===== config.mk =====
export PLATFORM = sky130hd
export DESIGN_NAME = fetch_ctrl
export DESIGN_NICKNAME = d
export VERILOG_FILES = /design/src/rtl/fetch_ctrl.sv
export SDC_FILE = /design/constraint.sdc
export NUM_CORES = 1
export LEC_CHECK = 0
export CORE_MARGIN = 5
export CORE_UTILIZATION = 51
export DETAILED_ROUTE_END_ITERATION = 6
export MAX_ROUTING_LAYER = met4
export PLACE_DENSITY = 0.8
export SYNTH_ARGS = -nofsm -noshare
export SYNTH_HDL_FRONTEND = slang
export SYNTH_SLANG_ARGS = --single-unit

===== constraint.sdc =====
create_clock -name clk -period 6.22 [get_ports clk]
set_input_delay 0.933 -clock clk [delete_from_list [all_inputs] [get_ports clk]]
set_output_delay 0.933 -clock clk [all_outputs]
set_load 0.005 [all_outputs]

===== src/rtl/fetch_ctrl.sv =====
// fetch_ctrl: owns the fetch PC and issues one instruction memory read per cycle.
// Returned words go into a small FIFO that feeds decode over valid/ready.
module fetch_ctrl #(
  parameter int unsigned WIDTH      = 32,
  parameter int unsigned IMEM_DEPTH = 32,
  parameter int unsigned BUF_DEPTH  = 2,
  parameter logic [31:0] RESET_PC   = 32'h0000_0000
) (
  input  logic             clk,
  input  logic             rst_n,
  input  logic             start,
  input  logic             redirect_valid,
  input  logic [31:0]      redirect_pc,
  output logic             imem_rd_en,
  output logic [31:0]      imem_pc,
  input  logic [WIDTH-1:0] imem_instr,
  output logic             out_valid,
  input  logic             out_ready,
  output logic [WIDTH-1:0] out_instr,
  output logic [31:0]      out_pc,
  output logic             fault,
  output logic [31:0]      fault_pc
);

  localparam int unsigned PW       = (BUF_DEPTH > 1) ? $clog2(BUF_DEPTH) : 1;
  localparam int unsigned OW       = $clog2(BUF_DEPTH + 1);
  localparam logic [31:0] PC_LIMIT = 32'(4 * IMEM_DEPTH);

  typedef enum logic [1:0] {
    S_IDLE,
    S_FETCH,
    S_FAULT
  } state_t;

  state_t           state_q, state_d;
  logic [31:0]      pc_q, pc_d;
  logic [31:0]      ipc_q;
  logic [31:0]      fault_pc_q, fault_pc_d;
  logic             inflight_q, inflight_d;
  logic             kill_q, kill_d;
  logic             fault_q, fault_d;

  logic [WIDTH-1:0] buf_instr [BUF_DEPTH];
  logic [31:0]      buf_pc    [BUF_DEPTH];
  logic [PW-1:0]    rd_ptr_q, wr_ptr_q;
  logic [OW-1:0]    occ_q;

  logic             redir;
  logic             pop_req;
  logic             do_pop;
  logic             push;
  logic             issue;
  logic [31:0]      used;

  function automatic logic pc_legal(input logic [31:0] a);
    return (a[1:0] == 2'b00) && (a < PC_LIMIT);
  endfunction

  function automatic logic [PW-1:0] ptr_inc(input logic [PW-1:0] p);
    if (p == PW'(BUF_DEPTH - 1)) return '0;
    return p + PW'(1);
  endfunction

  assign redir     = redirect_valid && (state_q != S_IDLE);
  assign out_valid = (occ_q != '0);
  assign pop_req   = out_valid & out_ready;
  assign do_pop    = pop_req & ~redir;
  // a redirect flushes the buffer, so the word arriving in that cycle is dropped too
  assign push      = inflight_q & ~kill_q & ~redir;
  assign used      = 32'(occ_q) + 32'(inflight_q) - 32'(pop_req);

  assign imem_rd_en = issue;
  assign imem_pc    = pc_q;
  assign out_instr  = out_valid ? buf_instr[rd_ptr_q] : '0;
  assign out_pc     = out_valid ? buf_pc[rd_ptr_q]    : '0;
  assign fault      = fault_q;
  assign fault_pc   = fault_pc_q;

  always_comb begin
    state_d    = state_q;
    pc_d       = pc_q;
    inflight_d = 1'b0;
    kill_d     = 1'b0;
    fault_d    = fault_q;
    fault_pc_d = fault_pc_q;
    issue      = 1'b0;
    if (redir) begin
      pc_d   = redirect_pc;
      kill_d = inflight_q;
      if (pc_legal(redirect_pc)) begin
        fault_d = 1'b0;
        state_d = S_FETCH;
      end else begin
        fault_d    = 1'b1;
        fault_pc_d = redirect_pc;
        state_d    = S_FAULT;
      end
    end else begin
      unique case (state_q)
        S_IDLE: begin
          if (start) begin
            state_d = S_FETCH;
            pc_d    = RESET_PC;
          end
        end
        S_FETCH: begin
          if (!pc_legal(pc_q)) begin
            fault_d    = 1'b1;
            fault_pc_d = pc_q;
            state_d    = S_FAULT;
          end else if (used < 32'(BUF_DEPTH)) begin
            issue      = 1'b1;
            pc_d       = pc_q + 32'd4;
            inflight_d = 1'b1;
          end
        end
        S_FAULT: begin
        end
        default: state_d = S_IDLE;
      endcase
    end
  end

  always_ff @(posedge clk or negedge rst_n) begin
    if (!rst_n) begin
      state_q    <= S_IDLE;
      pc_q       <= RESET_PC;
      ipc_q      <= '0;
      inflight_q <= 1'b0;
      kill_q     <= 1'b0;
      fault_q    <= 1'b0;
      fault_pc_q <= '0;
    end else begin
      state_q    <= state_d;
      pc_q       <= pc_d;
      inflight_q <= inflight_d;
      kill_q     <= kill_d;
      fault_q    <= fault_d;
      fault_pc_q <= fault_pc_d;
      if (issue) ipc_q <= pc_q;
    end
  end

  always_ff @(posedge clk or negedge rst_n) begin
    if (!rst_n) begin
      rd_ptr_q <= '0;
      wr_ptr_q <= '0;
      occ_q    <= '0;
    end else if (redir) begin
      rd_ptr_q <= '0;
      wr_ptr_q <= '0;
      occ_q    <= '0;
    end else begin
      if (push)   wr_ptr_q <= ptr_inc(wr_ptr_q);
      if (do_pop) rd_ptr_q <= ptr_inc(rd_ptr_q);
      occ_q <= occ_q + OW'(push) - OW'(do_pop);
    end
  end

  always_ff @(posedge clk) begin
    if (push) begin
      buf_instr[wr_ptr_q] <= imem_instr;
      buf_pc[wr_ptr_q]    <= ipc_q;
    end
  end

endmodule


==> results of run 1 <==
-- through the flow --
| stage | setup slack, ps | utilization [%] | hold WS [ps] | instances | total power, uW |
|---|---|---|---|---|---|
| floorplan | 1390 | - | 434 | 714 | 2920 |
| global placement | 1770 | 64.3 | 447 | 1114 | 3940 |
| detailed placement | 1750 | 64.3 | 447 | 1114 | 3970 |
| CTS | 1740 | 68.6 | 461 | 1158 | 5400 |
| global route | 1660 | 68.6 | 474 | 1158 | 5630 |
| finish | 1770 | 68.6 | 462 | 1158 | 5340 |
-- layer usage --
metal / wire length [um] / track usage (%)
met3: 1740 / 4.89
met2: 9650 / 30.6
met1: 9140 / 26.7
met5: 0 / -
met4: 366 / 4.75
-- flip-flops by register name, indices dropped and copies added (netlist names) --
| register | cells |
|---|---|
| wr_ptr_q | 1 |
| inflight_q | 1 |
| fault_pc | 32 |
| fault | 1 |
| state_q | 2 |
| imem_pc | 32 |
| kill_q | 1 |
| rd_ptr_q | 1 |
| ipc_q | 32 |
| buf_pc | 64 |
| buf_instr | 64 |
| occ_q | 2 |
-- cell usage in the layout (no fill, tap or decap), drive strengths merged, types with 3 or more instances in the layout --
master and count:
a21oi 9, a22o 11, and2 3, buf 9
bufinv 3, clkbuf 32, clkdlybuf4s50 198, clkinv 9
dfrtp 105, edfxtp 128, ha 3, inv 7
mux2 38, mux2i 64, nand2 124, nand3 7
nand4 5, nor2 81, nor2b 28, nor3 5
nor4 15, o21ai 12, xnor2 4
-- kinds of logic after synthesis --
kind of cell | Yosys count | synth area share [%]
AO/OA/AOI/OAI | 50 | 3.69
XOR/XNOR | 5 | 0.465
adder cells (fa/ha/maj) | 4 | 0.611
buffers and inverters | 43 | 1.98
flip-flops | 233 | 68.7
multiplexers | 102 | 11.3
AND/OR/NAND/NOR | 277 | 13.2
-- how the worst min path moves through the flow --
stage | startpoint | endpoint | slack [ps] | cells after the start
after floorplan | ipc_q[0]$_DFFE_PN0P_ | buf_pc[0][0]$_DFFE_PP_ | 430 | 0
after global routing | ipc_q[29]$_DFFE_PN0P_ | buf_pc[1][29]$_DFFE_PP_ | 470 | 0
final | ipc_q[29]$_DFFE_PN0P_ | buf_pc[1][29]$_DFFE_PP_ | 460 | 0
after detailed placement | ipc_q[29]$_DFFE_PN0P_ | buf_pc[1][29]$_DFFE_PP_ | 450 | 0
after CTS | ipc_q[29]$_DFFE_PN0P_ | buf_pc[0][29]$_DFFE_PP_ | 460 | 0
after global placement | ipc_q[28]$_DFFE_PN0P_ | buf_pc[1][28]$_DFFE_PP_ | 450 | 0
-- power groups by stage --
stage	sequential, uW	clock [uW]	combinational, uW
after CTS	2080	1440	1880
after global routing	2120	1500	2010
after global placement	2100	0	1840
after floorplan	2040	0	880
after detailed placement	2110	0	1860
final	2090	1410	1850
-- critical path, delay by kind of cell --
kind	cells	cell delay, ps
simple gates	3	780
compound gates	1	250
fa+ha+maj	1	490
buf+inv	2	1060
-- cell type report --
class	instances	area (um2)	share of cell area, %
Clock buffer	32	652	5.25
Clock inverter	12	129	1.04
Inverter	7	26.3	0.212
Multi-Input combinational cell	438	2790	22.5
Sequential cell	233	6470	52.2
Tap cell	229	287	2.31
Timing Repair Buffer	207	2050	16.5
==> results_tabular.tex, run 1 <==
\begin{tabular}{lr}
\hline
Metric & Value \\
\hline
\multicolumn{2}{l}{\textbf{Yosys}} \\
\quad Most frequent cell after synthesis & edfxtp\_1 \\
\quad Largest cells by area after synthesis & edfxtp\_1 (41\%), dfrtp\_1 (28\%), mux2i\_1 (6.8\%), nand2\_1 (4.9\%), mux2\_2 (4.1\%) \\
\quad Mean Syn Cell Area & about 13 um2 \\
\quad Post-synth EDFFs & between 100 and 150 \\
\quad Net Count, Synth & 787 \\
\quad Top cells by count, synth & edfxtp\_1 (128), nand2\_1 (124), dfrtp\_1 (105) \\
\quad Post-synthesis sequential area ratio & 68.7\% \\
\quad Post-synth top area cell & edfxtp\_1 \\
\quad Fraction of post-synthesis cell area in the top cell type by area & between 40\% and 50\% \\
\quad Summed instance area of the synthesized netlist & 9420 um2 \\
\quad Main flop type after synthesis & edfxtp\_1 \\
\quad Yosys reg bits & about 230 \\
\quad Number of standard cells after synthesis & just over 700 \\
\quad Yosys warning total & 0 \\
\quad Number of distinct library cells after synthesis & between 40 and 50 \\
\quad Async set or reset register ratio after synthesis & between 40\% and 50\% \\
\multicolumn{2}{l}{\textbf{Power and ir drop}} \\
\quad Leakage power & 0.00488 uW \\
\quad Power spent charging and discharging nets & roughly 1600 uW \\
\quad Internal power summed over all cells & 3750 uW \\
\quad Part of the power in the clock network & between 20\% and 30\% \\
\quad Logic pwr share & about 35\% \\
\quad Switching power share of the total & slightly below 30\% \\
\quad Worst-case vdd ir drop & about 290 uV \\
\quad Total power per unit cell area & roughly 430 nW/um2 \\
\quad Flop pwr share & between 30\% and 40\% \\
\multicolumn{2}{l}{\textbf{Clock network}} \\
\quad Worst-case clock buffer depth & 3 \\
\quad Post-cts repair resize count & 0 \\
\quad Skew-Pair Late Insertion Delay & $\sim$500 ps \\
\quad Hold buffer count at cts & 0 \\
\quad Post-CTS setup repair buffer count & 0 \\
\quad Level count of the clock H-tree & 1 \\
\quad Root buffer cell & clkbuf\_16 \\
\quad Clock transition at the registers of the reported paths & $\sim$60 ps \\
\quad Number of buffers inserted during clock tree synthesis & 24 \\
\quad Number of clock sinks & roughly 230 \\
\quad TritonCTS clock tree & done \\
\multicolumn{2}{l}{\textbf{Setup path}} \\
\quad Critical path start-end classification & in2out \\
\quad Cells on worst reg2reg path & 5 \\
\quad Endpoint required time on the critical path & roughly 5300 ps \\
\quad Timing startpoint of the critical path & out\_ready \\
\quad Critical path endpoint & imem\_rd\_en \\
\quad Critical-path cell list & clkdlybuf4s50\_1 -> nand3b\_1 -> a21boi\_0 -> fa\_1 -> or3\_1 -> nor4\_4 -> clkdlybuf4s50\_1 \\
\quad Kind of end point of the critical path & output pin \\
\quad Largest incremental delay on the critical path & 570 ps \\
\quad Critical Path Source Type & primary input \\
\quad Data arrival time of the worst path & 3520 ps \\
\quad Reg2Reg Setup Slack & 3050 ps \\
\quad Crit path top cell by count & clkdlybuf4s50\_1 \\
\quad Worst R2R Start & imem\_pc[15]\$\_DFFE\_PN0P\_ \\
\quad Worst R2R End & imem\_pc[2]\$\_DFFE\_PN0P\_ \\
\quad Maximum fanout count along the critical path & 3 \\
\quad Worst path slowest cell & clkdlybuf4s50\_1 \\
\multicolumn{2}{l}{\textbf{Detailed routing}} \\
\quad Antenna Nets Post-Route & 0 \\
\quad Initial DRC count & between 200 and 250 \\
\quad Post-detailed-routing wire length & around 21000 um \\
\quad DR vias/cell & roughly 5.4 \\
\quad Initial DRT Pass Iterations & 4 \\
\quad Via total after detailed routing & around 6300 \\
\quad DRC viols & 0 \\
\quad Average wire per cell in the routed design & between 15 and 20 um \\
\multicolumn{2}{l}{\textbf{Placement}} \\
\quad Placed cell area & between 10000 and 15000 um2 \\
\quad Count of input and output buffers & around 200 \\
\quad Routability Congestion & about 0.87 \\
\quad Half-perimeter wire length after placement & $\sim$14000 um \\
\multicolumn{2}{l}{\textbf{STA}} \\
\quad \# setup viols final & 0 \\
\quad Relative slew margins & between 20\% and 30\% \\
\quad Maximum clock frequency & 225 MHz \\
\quad Transition time at the pin with the least slew margin & 1140 ps \\
\quad Total negative slack & 0 ps \\
\quad Final cycle utilization of the critical path & $\sim$72\% \\
\quad Clock period minus final worst setup slack & 4450 ps \\
\quad Final hold violation count & 0 \\
\quad RSZ-0062 raised after global routing & no \\
\quad Worst Skew & 8.14 ps \\
\quad Count of final max-slew check failures & 0 \\
\multicolumn{2}{l}{\textbf{Finish}} \\
\quad Post-route cell area & $\sim$12000 um2 \\
\quad Number of antenna diodes & 0 \\
\quad Fin nets & a little under 1000 \\
\quad Fill cell total of the finished layout & 1275 \\
\quad Ratio of cells with drive above 1 in the final layout & under 10\% \\
\quad Area delta synth->final & 31.8\% \\
\multicolumn{2}{l}{\textbf{Floorplanning}} \\
\quad Std-Cell Core Area & 18100 um2 \\
\quad Row cnt & 49 \\
\quad Total I/O pin count & 200 \\
\quad Vertical die dimension & 146 um \\
\quad Starting density of the core & a little over half \\
\quad Horizontal extent of the die & about 150 um \\
\quad DIE AREA & 21300 um2 \\
\multicolumn{2}{l}{\textbf{Global route}} \\
\quad Total gr overflow & 0 \\
\quad Global routing usage summed across all routing layers & 19.8\% \\
\quad Pin count of the biggest net entering global routing & 79 \\
\quad Wire length of the first global-routing pass & $\sim$34000 um \\
\quad Number of antenna violations at the first check in global routing & 0 \\
\quad Via count of the first global-routing pass & 6327 \\
\multicolumn{2}{l}{\textbf{Min path}} \\
\quad Min-delay worst type & reg2reg \\
\multicolumn{2}{l}{\textbf{Run status}} \\
\quad Status & finished clean \\
\multicolumn{2}{l}{\textbf{Run}} \\
\quad Number of violations of the max-capacitance limit & 0 \\
\hline
\end{tabular}
Power figures use the tool's default switching activity.
==> run 2: changes to the inputs <==
Clock period 6.22 ns to 4.3 ns, I/O delays scaled along.
==> results_tabular.tex, run 2 (synthesis results as in run 1) <==
\begin{tabular}{lr}
\hline
Metric & Value \\
\hline
\multicolumn{2}{l}{\textbf{Run status}} \\
\quad Status & finished clean \\
\multicolumn{2}{l}{\textbf{Floorplanning}} \\
\quad Total I/O pin count & 200 \\
\quad Vertical die dimension & approximately 150 um \\
\quad Row cnt & 49 \\
\quad Std-Cell Core Area & between 15000 and 20000 um2 \\
\quad Starting density of the core & a little over half \\
\quad DIE AREA & 21300 um2 \\
\quad Horizontal extent of the die & between 100 and 150 um \\
\multicolumn{2}{l}{\textbf{STA}} \\
\quad Final cycle utilization of the critical path & about 91\% \\
\quad Worst Skew & between 10 and 15 ps \\
\quad Transition time at the pin with the least slew margin & $\sim$950 ps \\
\quad Relative slew margins & a little over a third \\
\quad RSZ-0062 raised after global routing & no \\
\quad Count of final max-slew check failures & 0 \\
\quad Clock period minus final worst setup slack & 3900 ps \\
\quad \# setup viols final & 0 \\
\quad Maximum clock frequency & 256 MHz \\
\quad Final hold violation count & 0 \\
\quad Total negative slack & 0 ps \\
\multicolumn{2}{l}{\textbf{Detailed routing}} \\
\quad Initial DRC count & between 300 and 400 \\
\quad Via total after detailed routing & 6239 \\
\quad DRC viols & 0 \\
\quad Average wire per cell in the routed design & $\sim$18 um \\
\quad Initial DRT Pass Iterations & 4 \\
\quad Post-detailed-routing wire length & between 20000 and 25000 um \\
\quad Antenna Nets Post-Route & 0 \\
\quad DR vias/cell & approximately 5.4 \\
\multicolumn{2}{l}{\textbf{Setup path}} \\
\quad Timing startpoint of the critical path & out\_ready \\
\quad Crit path top cell by count & clkdlybuf4s50\_1 \\
\quad Buffering stage count on the worst path with inverters included & 2 \\
\quad Maximum fanout count along the critical path & 3 \\
\quad Endpoint required time on the critical path & approximately 3700 ps \\
\quad Number of gates on the worst path with buffers counted & 7 \\
\quad Kind of end point of the critical path & output pin \\
\quad Critical path start-end classification & in2out \\
\quad Worst R2R End & imem\_pc[2]\$\_DFFE\_PN0P\_ \\
\quad Reg2Reg Setup Slack & between 1000 and 1500 ps \\
\quad Largest incremental delay on the critical path & 560 ps \\
\quad Worst path slowest cell & clkdlybuf4s50\_1 \\
\quad Cells on worst reg2reg path & 5 \\
\quad Data arrival time of the worst path & approximately 3300 ps \\
\quad Dominant delay contributor by cell family on the critical path & buffers and inverters \\
\quad Critical path endpoint & imem\_rd\_en \\
\quad Critical Path Source Type & primary input \\
\quad Worst R2R Start & imem\_pc[15]\$\_DFFE\_PN0P\_ \\
\quad Critical-path cell list & clkdlybuf4s50\_1 -> nand3b\_1 -> a21boi\_0 -> fa\_1 -> or3\_1 -> nor4\_4 -> clkdlybuf4s50\_1 \\
\multicolumn{2}{l}{\textbf{Clock network}} \\
\quad Number of clock sinks & roughly 230 \\
\quad Number of buffers inserted during clock tree synthesis & 24 \\
\quad Level count of the clock H-tree & 1 \\
\quad TritonCTS clock tree & done \\
\quad Skew-Pair Late Insertion Delay & 510 ps \\
\quad Worst-case clock buffer depth & 3 \\
\quad Hold buffer count at cts & 0 \\
\quad Post-CTS setup repair buffer count & 0 \\
\quad Post-cts repair resize count & 0 \\
\quad Root buffer cell & clkbuf\_16 \\
\quad Clock transition at the registers of the reported paths & 60 ps \\
\multicolumn{2}{l}{\textbf{Finish}} \\
\quad Number of antenna diodes & 0 \\
\quad Multi-input gate area & 2790 um2 \\
\quad Regs by FF count & buf\_instr: 64 flops, buf\_pc: 64 flops \\
\quad Sequential cell area & roughly 6500 um2 \\
\quad Commonest cells after routing, fill and taps aside & clkdlybuf4s50\_1 (198), edfxtp\_1 (128), nand2\_1 (124) \\
\quad Area delta synth->final & 32.1\% \\
\quad Fill cell total of the finished layout & about 1300 \\
\quad Post-route cell area & 12400 um2 \\
\quad Fin nets & 989 \\
\quad Ratio of cells with drive above 1 in the final layout & a little under 10\% \\
\quad Most common cell after layout, fill and taps aside & clkdlybuf4s50\_1 \\
\multicolumn{2}{l}{\textbf{Global route}} \\
\quad Number of antenna violations at the first check in global routing & 0 \\
\quad Pin count of the biggest net entering global routing & 55 \\
\quad Global routing usage summed across all routing layers & roughly 20\% \\
\quad Total gr overflow & 0 \\
\quad Via count of the first global-routing pass & 6295 \\
\quad Wire length of the first global-routing pass & around 34000 um \\
\multicolumn{2}{l}{\textbf{Placement}} \\
\quad Half-perimeter wire length after placement & 14400 um \\
\quad Routability Congestion & 0.844 \\
\quad Placed cell area & $\sim$12000 um2 \\
\quad Count of input and output buffers & $\sim$200 \\
\multicolumn{2}{l}{\textbf{Power and ir drop}} \\
\quad Total power per unit cell area & 615 nW/um2 \\
\quad Worst-case vdd ir drop & between 400 and 500 uV \\
\quad Post-layout power & 7650 uW \\
\quad Leakage power & 0.00489 uW \\
\multicolumn{2}{l}{\textbf{Run}} \\
\quad Number of violations of the max-capacitance limit & 0 \\
\multicolumn{2}{l}{\textbf{Min path}} \\
\quad Min-delay worst type & in2async \\
\hline
\end{tabular}
run 2: area by class of cell:
type	count	share of cell area [%]
timing repair buffer	212	17.0
clock buffer	37	5.46
inverter	7	0.211
clock inverter	7	0.553
sequential	233	52.0
multi-input combinational	438	22.4
tap	229	2.30
run 2: power by group:
part / leakage, uW / internal, uW / total, uW / switching (uW)
sequential: 0.00239 / 2650 / 3020 / 371
combinational: 0.00213 / 1550 / 2680 / 1120
clock: 0.000365 / 1150 / 1960 / 810
run 2: worst reg2reg max path, delay by kind of cell, from the launching register on:
kind,cells,cell delay (ps)
multiplexers,1,450
AO/OA/AOI/OAI,1,860
AND/OR/NAND/NOR,3,1280
flip-flops,1,460
run 2: how the worst min path moves through the flow:
stage	start	end	slack [ps]	cells past startpoint
after global routing	rst_n	fault_pc[18]$_DFFE_PN0P_	210	1
after CTS	rst_n	fault_pc[18]$_DFFE_PN0P_	180	1
after detailed placement	ipc_q[20]$_DFFE_PN0P_	buf_pc[1][20]$_DFFE_PP_	450	0
after floorplan	rst_n	fault$_DFFE_PN0P_	350	0
after global placement	ipc_q[0]$_DFFE_PN0P_	buf_pc[1][0]$_DFFE_PP_	450	0
final	rst_n	fault_pc[20]$_DFFE_PN0P_	160	1
run 2: metrics by stage:
stage / cells / hold slack (ps) / utilization, % / worst slack (ps)
floorplan: 714 / 349 / - / 822
global placement: 1119 / 448 / 64.6 / 389
detailed placement: 1119 / 447 / 64.6 / 366
CTS: 1163 / 178 / 68.8 / 345
global route: 1163 / 206 / 68.8 / 221
finish: 1163 / 162 / 68.8 / 397
run 2: routing by layer:
metal	up-vias	wire [um]	global-route usage, %
li1	2929	-	-
met1	3012	8990	26.8
met2	255	9960	32.0
met3	43	1690	5.39
met4	0	518	5.60
met5	-	0	-
==> run 3: changes to the inputs <==
Settings changed: SETUP_SLACK_MARGIN from default to 0.2.
==> results of run 3 <==
No change in the layout: final DEF, timing and power equal those of run 2.
